<file path="config.mk">
export PLATFORM = sky130hd
export DESIGN_NAME = rx_frame_sequencer
export DESIGN_NICKNAME = d
export VERILOG_FILES = /design/src/rtl/rx_frame_pkg.sv /design/src/rtl/rx_frame_sequencer_idle_timer.sv /design/src/rtl/rx_frame_sequencer.sv
export SDC_FILE = /design/constraint.sdc
export NUM_CORES = 1
export LEC_CHECK = 0
export ABC_AREA = 1
export ABC_CLOCK_PERIOD_IN_PS = 5900
export CAP_MARGIN = 10
export CORE_ASPECT_RATIO = 2
export CORE_UTILIZATION = 60
export DETAILED_ROUTE_END_ITERATION = 7
export PLACE_DENSITY_LB_ADDON = 0.25
export SYNTH_ARGS = -nofsm -noshare
export SYNTH_HDL_FRONTEND = slang
export SYNTH_SLANG_ARGS = --single-unit
</file>
<file path="constraint.sdc">
create_clock -name clk -period 5.9 [get_ports clk]
set_input_delay 1.475 -clock clk [delete_from_list [all_inputs] [get_ports clk]]
set_output_delay 1.475 -clock clk [all_outputs]
set_load 0.005 [all_outputs]
</file>
<file path="src/rtl/rx_frame_pkg.sv">
`default_nettype none
// ============================================================================
// Module      : rx_frame_pkg
// Description : Shared state encoding and framing constants for the UART
//               receive-frame sequencer.
// Revision    : 1.0 - initial release
// ============================================================================
package rx_frame_pkg;

    typedef enum logic [0:0] {
        IDLE   = 1'b0,
        ACTIVE = 1'b1
    } state_t;

    localparam logic [63:0] C_SYNC_WORD  = 64'hAAAA_AAAA_AAAA_AAAA;
    localparam logic [63:0] C_STOP_WORD  = 64'h5555_5555_5555_5555;
    localparam int          C_BYTE_CNT_W = 3;

endpackage : rx_frame_pkg
`default_nettype wire

</file>
<file path="src/rtl/rx_frame_sequencer_idle_timer.sv">
`default_nettype none
// ============================================================================
// Module      : rx_idle_timer
// Description : Counts cycles since the last received byte while enabled and
//               raises a one-cycle expire flag at TIMEOUT_CYCLES-1.
// Revision    : 1.0 - initial release
// ============================================================================
module rx_idle_timer #(
    parameter int TIMEOUT_CYCLES = 5000000
) (
    input  logic clk,
    input  logic reset,
    input  logic clear,
    input  logic enable,
    output logic expire
);

    localparam int              TMR_W  = (TIMEOUT_CYCLES > 1) ? $clog2(TIMEOUT_CYCLES) : 1;
    localparam logic [TMR_W-1:0] C_LAST = TMR_W'(TIMEOUT_CYCLES - 1);

    logic [TMR_W-1:0] r_count;

    // Saturates at the terminal value so the counter can never wrap back.
    always_ff @(posedge clk) begin
        if (reset || clear || !enable) begin
            r_count <= '0;
        end else if (r_count != C_LAST) begin
            r_count <= r_count + TMR_W'(1);
        end
    end

    assign expire = enable && !clear && (r_count == C_LAST);

endmodule : rx_idle_timer
`default_nettype wire

</file>
<file path="src/rtl/rx_frame_sequencer.sv">
`default_nettype none
// ============================================================================
// Module      : rx_frame_sequencer
// Description : Hunts for a sync word in the UART byte stream, packs following
//               bytes into 64-bit blocks and hands them out over valid/ready.
// Revision    : 1.0 - initial release
// ============================================================================
module rx_frame_sequencer
    import rx_frame_pkg::*;
#(
    parameter logic [63:0] SYNC_WORD      = C_SYNC_WORD,
    parameter logic [63:0] STOP_WORD      = C_STOP_WORD,
    parameter int          TIMEOUT_CYCLES = 5000000,
    parameter int          CNT_W          = 16
) (
    input  logic             clk,
    input  logic             reset,
    input  logic             rx_valid,
    input  logic [7:0]       rx_data,
    input  logic             blk_ready,
    input  logic             clr_err,
    output logic [63:0]      blk_data,
    output logic             blk_valid,
    output logic             active,
    output logic             stop_seen,
    output logic             overrun,
    output logic             timeout,
    output logic [CNT_W-1:0] blk_count
);

    state_t                  r_state;
    // Only the 7 previous bytes are kept; the incoming byte completes the word.
    logic [55:0]             r_hunt;
    logic [55:0]             r_asm;
    logic [C_BYTE_CNT_W-1:0] r_byte_cnt;
    logic [63:0]             r_blk_data;
    logic                    r_blk_valid;
    logic                    r_stop_seen;
    logic                    r_overrun;
    logic                    r_timeout;
    logic [CNT_W-1:0]        r_blk_count;

    logic [55:0]             w_history;
    logic [63:0]             w_next_word;
    logic                    w_slot_free;
    logic                    w_last_byte;
    logic                    w_expire;

    assign w_history   = (r_state == ACTIVE) ? r_asm : r_hunt;
    assign w_next_word = {w_history, rx_data};
    assign w_slot_free = !r_blk_valid || blk_ready;
    assign w_last_byte = (r_byte_cnt == {C_BYTE_CNT_W{1'b1}});

    rx_idle_timer #(
        .TIMEOUT_CYCLES (TIMEOUT_CYCLES)
    ) u_idle_timer (
        .clk    (clk),
        .reset  (reset),
        .clear  (rx_valid || (r_state == IDLE)),
        .enable (r_state == ACTIVE),
        .expire (w_expire)
    );

    always_ff @(posedge clk) begin
        if (reset) begin
            r_state     <= IDLE;
            r_hunt      <= '0;
            r_asm       <= '0;
            r_byte_cnt  <= '0;
            r_blk_data  <= '0;
            r_blk_valid <= 1'b0;
            r_stop_seen <= 1'b0;
            r_overrun   <= 1'b0;
            r_timeout   <= 1'b0;
            r_blk_count <= '0;
        end else begin
            r_stop_seen <= 1'b0;

            if (r_blk_valid && blk_ready) begin
                r_blk_valid <= 1'b0;
            end

            // Set events below override this clear in the same cycle.
            if (clr_err) begin
                r_overrun <= 1'b0;
                r_timeout <= 1'b0;
            end

            case (r_state)
                IDLE: begin
                    if (rx_valid) begin
                        r_hunt <= w_next_word[55:0];
                        if (w_next_word == SYNC_WORD) begin
                            r_state    <= ACTIVE;
                            r_asm      <= '0;
                            r_byte_cnt <= '0;
                        end
                    end
                end

                ACTIVE: begin
                    if (rx_valid) begin
                        r_asm      <= w_next_word[55:0];
                        r_byte_cnt <= r_byte_cnt + C_BYTE_CNT_W'(1);
                        if (w_last_byte) begin
                            if (w_next_word == STOP_WORD) begin
                                r_state     <= IDLE;
                                r_stop_seen <= 1'b1;
                                r_hunt      <= '0;
                            end else if (w_slot_free) begin
                                r_blk_data  <= w_next_word;
                                r_blk_valid <= 1'b1;
                                r_blk_count <= r_blk_count + CNT_W'(1);
                            end else begin
                                r_overrun   <= 1'b1;
                            end
                        end
                    end else if (w_expire) begin
                        r_state    <= IDLE;
                        r_timeout  <= 1'b1;
                        r_hunt     <= '0;
                        r_asm      <= '0;
                        r_byte_cnt <= '0;
                    end
                end

                default: r_state <= IDLE;
            endcase
        end
    end

    assign blk_data  = r_blk_data;
    assign blk_valid = r_blk_valid;
    assign active    = (r_state == ACTIVE);
    assign stop_seen = r_stop_seen;
    assign overrun   = r_overrun;
    assign timeout   = r_timeout;
    assign blk_count = r_blk_count;

endmodule : rx_frame_sequencer
`default_nettype wire

</file>
==> impl_metrics.json, run 1 <==
{
  "outcome": "finished clean",
  "yosys.area.top_type": "dfxtp_1",
  "synthDistinctLibCells": 34,
  "area_growth_pct": 13.5,
  "avgSynthCellArea_um2": 6.43,
  "ir_drop_mv": 0.294,
  "nets": 1796,
  "yosys_warnings": 0,
  "clock-sinks": 223,
  "yosysTopAreaCellShare": 0.399,
  "fmax_ghz": 0.252,
  "grt_use_total": 0.372,
  "grt_max_degree": 84,
  "finalWeightedCongestion": 0.985,
  "die-width_um": 98.6,
  "cts_max_level": 1,
  "cellPowerDensity_nw_per_um2": 248,
  "post-cts-setup-buffer-count": 0,
  "dr.pass1.iters": 6,
  "worst-path-max-fanout": 83,
  "syn-num-nets": 1757,
  "ctsResizeCount": 0,
  "hold_start": "blk_data[55]$_SDFFE_PP0P_",
  "setup_violations": 0,
  "crit_path_start_kind": "flip-flop",
  "cap_violations": 0,
  "critical_path_arrival_ns": 4.41,
  "hold_viol_final": 0,
  "routed_wirelength_um": 35700,
  "crit_start": "active$_SDFF_PP0_",
  "grt_setup_unrepaired": "no",
  "finalCriticalPeriod_ns": 3.96,
  "finalSetupTns_ns": 0,
  "drt_iter0_drc": 922,
  "grt_pass1_vias": 10871,
  "p_leak_nw": 5.58,
  "endpoint_kind": "flip-flop",
  "drive_gt1_frac": 0.0441,
  "dp_cells": 1972,
  "cts_tree": "built",
  "start_util": 0.611,
  "synth_most_common_cell": "nand2_1",
  "ys.flop_type": "dfxtp_1",
  "fin_cells": 2007,
  "tightest_slew_ns": 1.01,
  "num_rows": 70,
  "synth-seq-cells": 223,
  "io_pins": 98,
  "syn_inst": 1740,
  "syn-cell-area_um2": 11200,
  "drcViolationCount": 0,
  "r2r_start": "active$_SDFF_PP0_",
  "clk_pin_slew_ns": 0.07,
  "pre_cts_ws_ns": 1.71,
  "core_um2": 18300,
  "synth-edff-count": 0,
  "vias": 11542,
  "clk_latency_ns": 0.52,
  "netlist_top_cells_area": "dfxtp_1 40%, nand2_1 19%, nor2_1 9.1%, inv_1 5.9%, a21oi_1 5.4%",
  "portBuffers": 97,
  "clock_tree.root_cell": "clkbuf_16",
  "antenna_found_initial": 0,
  "ys_seq_area_frac": 0.399,
  "maxSlewHeadroom": 0.327,
  "hold_buffers": 0,
  "required_ns": 6.34,
  "fin_skew_ns": 0.0224,
  "dieArea_um2": 19200,
  "routed_via_density": 5.75,
  "grt_first_pass_wirelength_um": 56200,
  "setup_ws_ns": 1.94,
  "cts_buffers": 21,
  "die_h_um": 195,
  "clockBufferDepth": 3,
  "hp-class": "reg -> reg",
  "setup.worst_path.class": "reg -> reg",
  "min_period_over_period": 0.672,
  "async_flop_share": 0,
  "hpwl_um": 24600,
  "grt_overflow": 0,
  "drv_slew": 0,
  "synthTopCellsByCount": "560 x nand2_1, 272 x nor2_1, 223 x dfxtp_1",
  "wl_per_cell_um": 17.8,
  "final_antenna_net_count": 0,
  "antenna_cells": 0
}
## area by class of cell
class,count,area (um2)
well taps,216,270
multi-input cells,1233,5510
inverters,187,702
fillers,1642,5600
clock buffers,29,606
flip-flops and latches,223,4470
clock inverters,6,61.3
repair buffers,113,1090
## cell usage in the layout (no fill, tap or decap), types with 4 or more instances in the layout
cell type,instances
buf_4,17
nor2_1,272
inv_1,175
nand4_1,63
xnor2_1,4
xor2_1,13
inv_2,4
dfxtp_1,222
clkbuf_16,21
a22oi_1,5
o21ai_0,15
nand3b_1,41
ha_1,4
a21oi_1,120
nor3_1,21
o21ai_2,5
clkinv_1,8
o21ai_1,5
or2_2,4
clkbuf_8,5
nor2_2,11
nor4_1,12
nand2_1,558
nand3_1,64
clkdlybuf4s50_1,96
## routing by layer
layer / up-vias / global-route usage / share of wire
met4: 0 / 0.280 / 0.083
met2: 555 / 0.656 / 0.50
li1: 5544 / - / -
met3: 164 / 0.0469 / 0.064
met5: - / 0 / 0
met1: 5279 / 0.399 / 0.35
## cells by family after synthesis
family | after synthesis | synth area share
flip-flops | 223 | 0.399
AO/OA/AOI/OAI | 155 | 0.0733
AND/OR/NAND/NOR | 1057 | 0.401
adder cells (fa/ha/maj) | 4 | 0.00447
buffers and inverters | 284 | 0.109
XOR/XNOR | 17 | 0.0133
## per-stage QoR
stage / total power, mW / hold slack (ns) / utilization / cell area (um2)
CTS: 3.15 / 0.465 / 0.694 / 12700
global placement: 1.81 / 0.450 / 0.658 / 12000
finish: 3.15 / 0.464 / 0.694 / 12700
global route: 3.23 / 0.480 / 0.694 / 12700
detailed placement: 1.82 / 0.455 / 0.658 / 12000
floorplan: 1.73 / 0.433 / - / 11200
## flip-flops by register name, indices dropped and copies added, names as in the netlist, 3 cells and up
name and count:
blk_count 16, r_byte_cnt 3, u_idle_timer.r_count 23, blk_data 64, r_hunt 56, r_asm 56
## worst paths after layout
path / endpoint / slack (ns) / cells past startpoint
setup / recovery: blk_data[28]$_SDFFE_PP0P_ / 1.94 / 14
hold / removal: blk_data[55]$_SDFFE_PP0P_ / 0.46 / 2
setup reg to reg: blk_data[28]$_SDFFE_PP0P_ / 1.94 / 14
hold reg to reg: blk_data[55]$_SDFFE_PP0P_ / 0.46 / 2
## power by group
| part | leakage [nW] | internal [mW] | switching [mW] |
|---|---|---|---|
| registers | 1.81 | 1.53 | 0.0112 |
| clock network | 0.329 | 0.760 | 0.601 |
| logic | 3.45 | 0.0653 | 0.184 |
| total | 5.58 | 2.36 | 0.797 |
## worst max-delay path, cell delays in order (launching register included)
cell	delay, ns
dfxtp_4	0.60
buf_4	0.65
nand2_1	0.34
nand2_1	0.26
nand2_1	0.08
inv_1	0.06
nand2_1	0.05
nor2_1	0.31
nand2_1	0.10
nor2_1	0.16
nand2_1	0.13
nand3_2	0.10
buf_4	0.62
nand2_1	0.14
a21oi_1	0.18
Note: power is estimated with default switching activity, not from simulation.
==> run 2, diff against run 1 <==
- ABC_CLOCK_PERIOD_IN_PS: 5900 -> 3500
- CORE_UTILIZATION: 60 -> 53
- clock period: 5.9 -> 3.5 ns (I/O delays scaled with it)
==> run 2 against run 1 <==
Against the previous run:
- via count is 0.99% higher
- clock power is 81% higher
- first-iteration DRC count rose by 17%
- count of clock-buffer cells in the layout increased by 1
- largest power group unchanged
- register-to-register slack got worse by 1.7 ns
- final area grew 2.8%
- global-route usage shrank 3.4 points
- non-clock buffer count grew 17
- critical endpoint is now blk_data[21]$_SDFFE_PP0P_
==> impl_metrics.json, run 2 (synthesis results as in run 1) <==
{
  "dieArea_um2": 21700,
  "fin_cells": 2074,
  "die_h_um": 208,
  "core_um2": 20600,
  "critical_path_buf_inv_count": 4,
  "cts_max_level": 1,
  "drv_slew": 0,
  "hold_ws_ns": 0.464,
  "fill_cells": 1951,
  "drcViolationCount": 0,
  "tightest_slew_ns": 0.907,
  "power_frac_seq": 0.473,
  "power.net_switching_mw": 1.32,
  "routed_via_density": 5.62,
  "vias": 11656,
  "wl_per_cell_um": 17.8,
  "grtUsageMet2": 0.582,
  "ir_drop_mv": 0.444,
  "antenna_found_initial": 0,
  "critical_path_arrival_ns": 3.66,
  "pwr-share-clk": 0.448,
  "grt_setup_unrepaired": "no",
  "endpoint_kind": "flip-flop",
  "hp-class": "reg -> reg",
  "setup_ws_ns": 0.205,
  "min_period_over_period": 0.941,
  "portBuffers": 97,
  "area_growth_pct": 16.7,
  "fmax_ghz": 0.304,
  "drive_gt1_frac": 0.0525,
  "dp_cells": 2039,
  "slowest_stage": "dfxtp_4",
  "hold_viol_final": 0,
  "final_antenna_net_count": 0,
  "required_ns": 3.87,
  "cap_violations": 0,
  "p_leak_nw": 5.73,
  "largest_reg_flops": 64,
  "worst-path-max-fanout": 57,
  "fin_skew_ns": 0.0136,
  "crit_path_start_kind": "flip-flop",
  "grt_max_degree": 86,
  "io_pins": 98,
  "finalWeightedCongestion": 1.01,
  "outcome": "finished clean",
  "grt_util_met1": 0.371,
  "dr.pass1.iters": 6,
  "clk_pin_slew_ns": 0.07,
  "setup.worst_path.class": "reg -> reg",
  "grt_use_total": 0.337,
  "routed_wirelength_um": 36900,
  "clk_latency_ns": 0.51,
  "antenna_cells": 0,
  "multiInputGateArea_um2": 5520,
  "maxSlewHeadroom": 0.390,
  "finalSetupTns_ns": 0,
  "post-cts-setup-buffer-count": 0,
  "grt_pass1_vias": 11119,
  "die-width_um": 105,
  "ctsResizeCount": 0,
  "num_rows": 74,
  "swShare": 0.240,
  "nets": 1812,
  "cts_tree": "built",
  "p_int_mw": 4.18,
  "clockBufferDepth": 3,
  "max_stage_delay_ns": 0.54,
  "cellPowerDensity_nw_per_um2": 421,
  "clock-sinks": 223,
  "ff_latch_area_um2": 4470,
  "final_cell_mix": "558 x nand2_1, 271 x nor2_1, 222 x dfxtp_1",
  "crit_family": "simple AND/OR/NAND/NOR gates",
  "clock_tree.root_cell": "clkbuf_16",
  "path_cells": "buf_4, nand2_1, nand2_1, nand2_1, clkinv_1, nand2_1, nor2_1, nand2_1, nor2_1, nand2_1, nand3_2, inv_2, buf_12, nand2_1, a21oi_1",
  "grt_first_pass_wirelength_um": 58000,
  "grt_use_met3": 0.0518,
  "pre_cts_ws_ns": 0.134,
  "finalCriticalPeriod_ns": 3.29,
  "hpwl_um": 25400,
  "cp_common_cell": "nand2_1",
  "final_common_cell": "nand2_1",
  "start_util": 0.545,
  "grt_overflow": 0,
  "pwr-share-comb": 0.079,
  "busiest_layer": "met2",
  "drt_iter0_drc": 1075,
  "cts_buffers": 20,
  "setup_violations": 0,
  "hold_buffers": 0
}
==> run 2: changes by cell type in the layout (fill, tap and decap cells not counted), moves of 2 or more <==
cell       change
buf_4          +9
buf_12         +8
bufinv_16      +3
clkbuf_1       +2
clkinv_2       -2
==> run 2: per-stage QoR <==
stage	utilization	cell area, um2	power, mW
2_1_floorplan	-	11200	2.92
3_3_place_gp	0.600	12300	3.07
3_5_place_dp	0.600	12300	3.07
4_1_cts	0.635	13100	5.50
5_1_grt	0.635	13100	5.66
6_report	0.635	13100	5.49
==> run 2: area by class of cell <==
class                      count  share of cell area
multi-input combinational   1233               0.422
clock inverter                 5             0.00958
tap                          266              0.0255
timing repair buffer         130               0.101
clock buffer                  30              0.0459
inverter                     187              0.0538
sequential                   223               0.342
==> run 2: routing by layer <==
metal  wire length [um]  part of all wire  vias to the layer above
met2              18300              0.49                      489
met3               2500             0.068                      167
met4               2880             0.078                        0
met1              13300              0.36                     5442
li1                   -                 -                     5558
met5                  0                 0                        -
==> run 2: worst paths after layout <==
path / startpoint / endpoint / slack [ns] / depth (start not counted)
hold reg to reg: blk_data[7]$_SDFFE_PP0P_ / blk_data[7]$_SDFFE_PP0P_ / 0.46 / 2
hold / removal: blk_data[7]$_SDFFE_PP0P_ / blk_data[7]$_SDFFE_PP0P_ / 0.46 / 2
setup reg to reg: active$_SDFF_PP0_ / blk_data[21]$_SDFFE_PP0P_ / 0.21 / 15
setup / recovery: active$_SDFF_PP0_ / blk_data[21]$_SDFFE_PP0P_ / 0.21 / 15
==> run 2: worst register-to-register path: stages, from the launching register on <==
cell      delay [ns]
dfxtp_4         0.54
buf_4           0.37
nand2_1         0.14
nand2_1         0.37
nand2_1         0.11
clkinv_1        0.06
nand2_1         0.06
nor2_1          0.12
nand2_1         0.09
nor2_1          0.34
nand2_1         0.17
nand3_2         0.15
inv_2           0.18
buf_12          0.24
nand2_1         0.16
a21oi_1         0.07
==> run 2: power by group through the flow <==
stage | Sequential (mW) | Combinational, mW | Clock, mW
finish | 2.60 | 0.432 | 2.46
global route | 2.60 | 0.472 | 2.58
CTS | 2.60 | 0.418 | 2.48
detailed placement | 2.66 | 0.415 | 0
global placement | 2.65 | 0.412 | 0
floorplan | 2.65 | 0.269 | 0
==> run 3, diff against run 2 <==
- CORE_MARGIN: default -> 2
==> run 3 against run 2 <==
Against the previous run:
- clock skew is 0.0038 ns higher
- register-to-register slack better by 0.15 ns
- largest cell class unchanged
- power is 1.1% lower
- hold slack worse by 0.0021 ns
- critical path type unchanged
- sequential share of layout area is 0.14 points lower
- flip-flop and latch count stayed put
==> impl_metrics.json, run 3 (synthesis results as in run 1) <==
{
  "cts_buffers": 21,
  "dieArea_um2": 22400,
  "grt_pass1_vias": 10753,
  "core_um2": 20800,
  "p_leak_nw": 5.76,
  "clk_latency_ns": 0.52,
  "regToRegSetupSlack_ns": 0.35,
  "reg2reg_depth": 16,
  "io_pins": 98,
  "power.net_switching_mw": 1.35,
  "hold-path-endpoint": "r_byte_cnt[0]$_SDFFE_PP0P_",
  "min_path_cells": 1,
  "fmax_ghz": 0.318,
  "required_ns": 3.86,
  "tightest_slew_ns": 0.880,
  "fin_area_um2": 13100,
  "routed_via_density": 5.46,
  "ctsResizeCount": 0,
  "worst-path-max-fanout": 58,
  "routed_wirelength_um": 36300,
  "hold_viol_final": 0,
  "power_frac_seq": 0.478,
  "clk_pin_slew_ns": 0.07,
  "antenna_found_initial": 0,
  "p_int_mw": 4.08,
  "hold_buffers": 0,
  "fin_skew_ns": 0.0174,
  "dr.pass1.iters": 6,
  "finalSetupTns_ns": 0,
  "postPlaceCellArea_um2": 12400,
  "r2r_start": "active$_SDFF_PP0_",
  "setup_violations": 0,
  "cap_violations": 0,
  "pwr-share-clk": 0.443,
  "nets": 1821,
  "ir_drop_mv": 0.393,
  "endpoint_kind": "flip-flop",
  "outcome": "finished clean",
  "post-cts-setup-buffer-count": 0,
  "cellPowerDensity_nw_per_um2": 415,
  "die-width_um": 107,
  "antenna_cells": 0,
  "drt_iter0_drc": 979,
  "drcViolationCount": 0,
  "final_antenna_net_count": 0,
  "die_h_um": 210,
  "start_util": 0.537,
  "wl_per_cell_um": 17.4,
  "clock_tree.root_cell": "clkbuf_16",
  "grt_setup_unrepaired": "no",
  "largest_reg_flops": 64,
  "clock-sinks": 223,
  "pwr-share-comb": 0.079,
  "num_rows": 75,
  "cts_max_level": 1,
  "hp-class": "reg -> reg",
  "finalWeightedCongestion": 1.06,
  "min_period_over_period": 0.899,
  "swShare": 0.249,
  "grt_use_total": 0.319,
  "setup.worst_path.class": "reg -> reg",
  "clockBufferDepth": 3,
  "portBuffers": 97,
  "grt_max_degree": 87,
  "vias": 11407,
  "drive_gt1_frac": 0.0599,
  "cts_tree": "built",
  "maxSlewHeadroom": 0.411,
  "grt_overflow": 0,
  "drv_slew": 0,
  "hpwl_um": 26000,
  "area_growth_pct": 17.1,
  "hold_start": "r_byte_cnt[0]$_SDFFE_PP0P_",
  "critical_path_arrival_ns": 3.51,
  "grt_first_pass_wirelength_um": 56400,
  "rr_endpoint": "blk_data[23]$_SDFFE_PP0P_",
  "final_common_cell": "nand2_1",
  "finalCriticalPeriod_ns": 3.15,
  "final_cell_mix": "558 x nand2_1, 272 x nor2_1, 222 x dfxtp_1",
  "crit_path_start_kind": "flip-flop"
}
-- run 3: worst max-delay path by stage --
stage / slack, ns / depth (start not counted) / startpoint / endpoint
2_1_floorplan: 1.20 / 12 / rx_valid / r_asm[2]$_SDFFE_PP0P_
3_3_place_gp: 0.007 / 13 / rx_data[0] / blk_data[30]$_SDFFE_PP0P_
3_5_place_dp: 0.01 / 13 / rx_data[0] / blk_data[30]$_SDFFE_PP0P_
4_1_cts: 0.38 / 15 / active$_SDFF_PP0_ / blk_data[30]$_SDFFE_PP0P_
5_1_grt: 0.23 / 15 / active$_SDFF_PP0_ / blk_data[13]$_SDFFE_PP0P_
6_report: 0.35 / 16 / active$_SDFF_PP0_ / blk_data[23]$_SDFFE_PP0P_
-- run 3: final cells by class --
type / count / area (um2)
fillers: 2041 / 7720
multi-input cells: 1233 / 5520
flip-flops and latches: 223 / 4470
repair buffers: 138 / 1360
inverters: 187 / 702
clock buffers: 28 / 612
well taps: 269 / 337
clock inverters: 10 / 110
-- run 3: metal layers --
| metal | GRT usage | vias up | wire, um |
|---|---|---|---|
| met5 | 0 | - | 0 |
| met4 | 0.182 | 0 | 2330 |
| met3 | 0.0335 | 116 | 2000 |
| met2 | 0.578 | 444 | 18600 |
| met1 | 0.356 | 5274 | 13300 |
| li1 | - | 5573 | - |
-- run 3: worst max-delay path, cell delays in order, from the launching register on --
cell      delay (ns)
dfxtp_4         0.44
inv_2           0.13
buf_4           0.29
nand2_1         0.22
nand2_1         0.22
nand2_1         0.08
clkinv_1        0.06
nand2_1         0.06
nor2_1          0.13
nand2_1         0.07
nor2_1          0.34
nand2_1         0.17
nand3_2         0.15
inv_2           0.18
buf_12          0.24
nand2_1         0.10
a21oi_1         0.07
-- run 3: power by group through the flow --
stage	registers, mW	logic [mW]	clock network [mW]
2_1_floorplan	2.65	0.269	0
3_3_place_gp	2.65	0.415	0
3_5_place_dp	2.66	0.416	0
4_1_cts	2.60	0.419	2.43
5_1_grt	2.60	0.470	2.51
6_report	2.60	0.427	2.41
-- run 3: stage by stage --
stage	util	power, mW	setup WS [ns]	hold WS [ns]	std cells
final	0.629	5.44	0.352	0.462	2088
after detailed placement	0.595	3.07	0.0138	0.454	2050
after floorplan	-	2.92	1.20	0.433	1740
after global placement	0.595	3.07	0.00692	0.450	2050
after CTS	0.629	5.44	0.378	0.464	2088
after global routing	0.629	5.58	0.232	0.483	2088
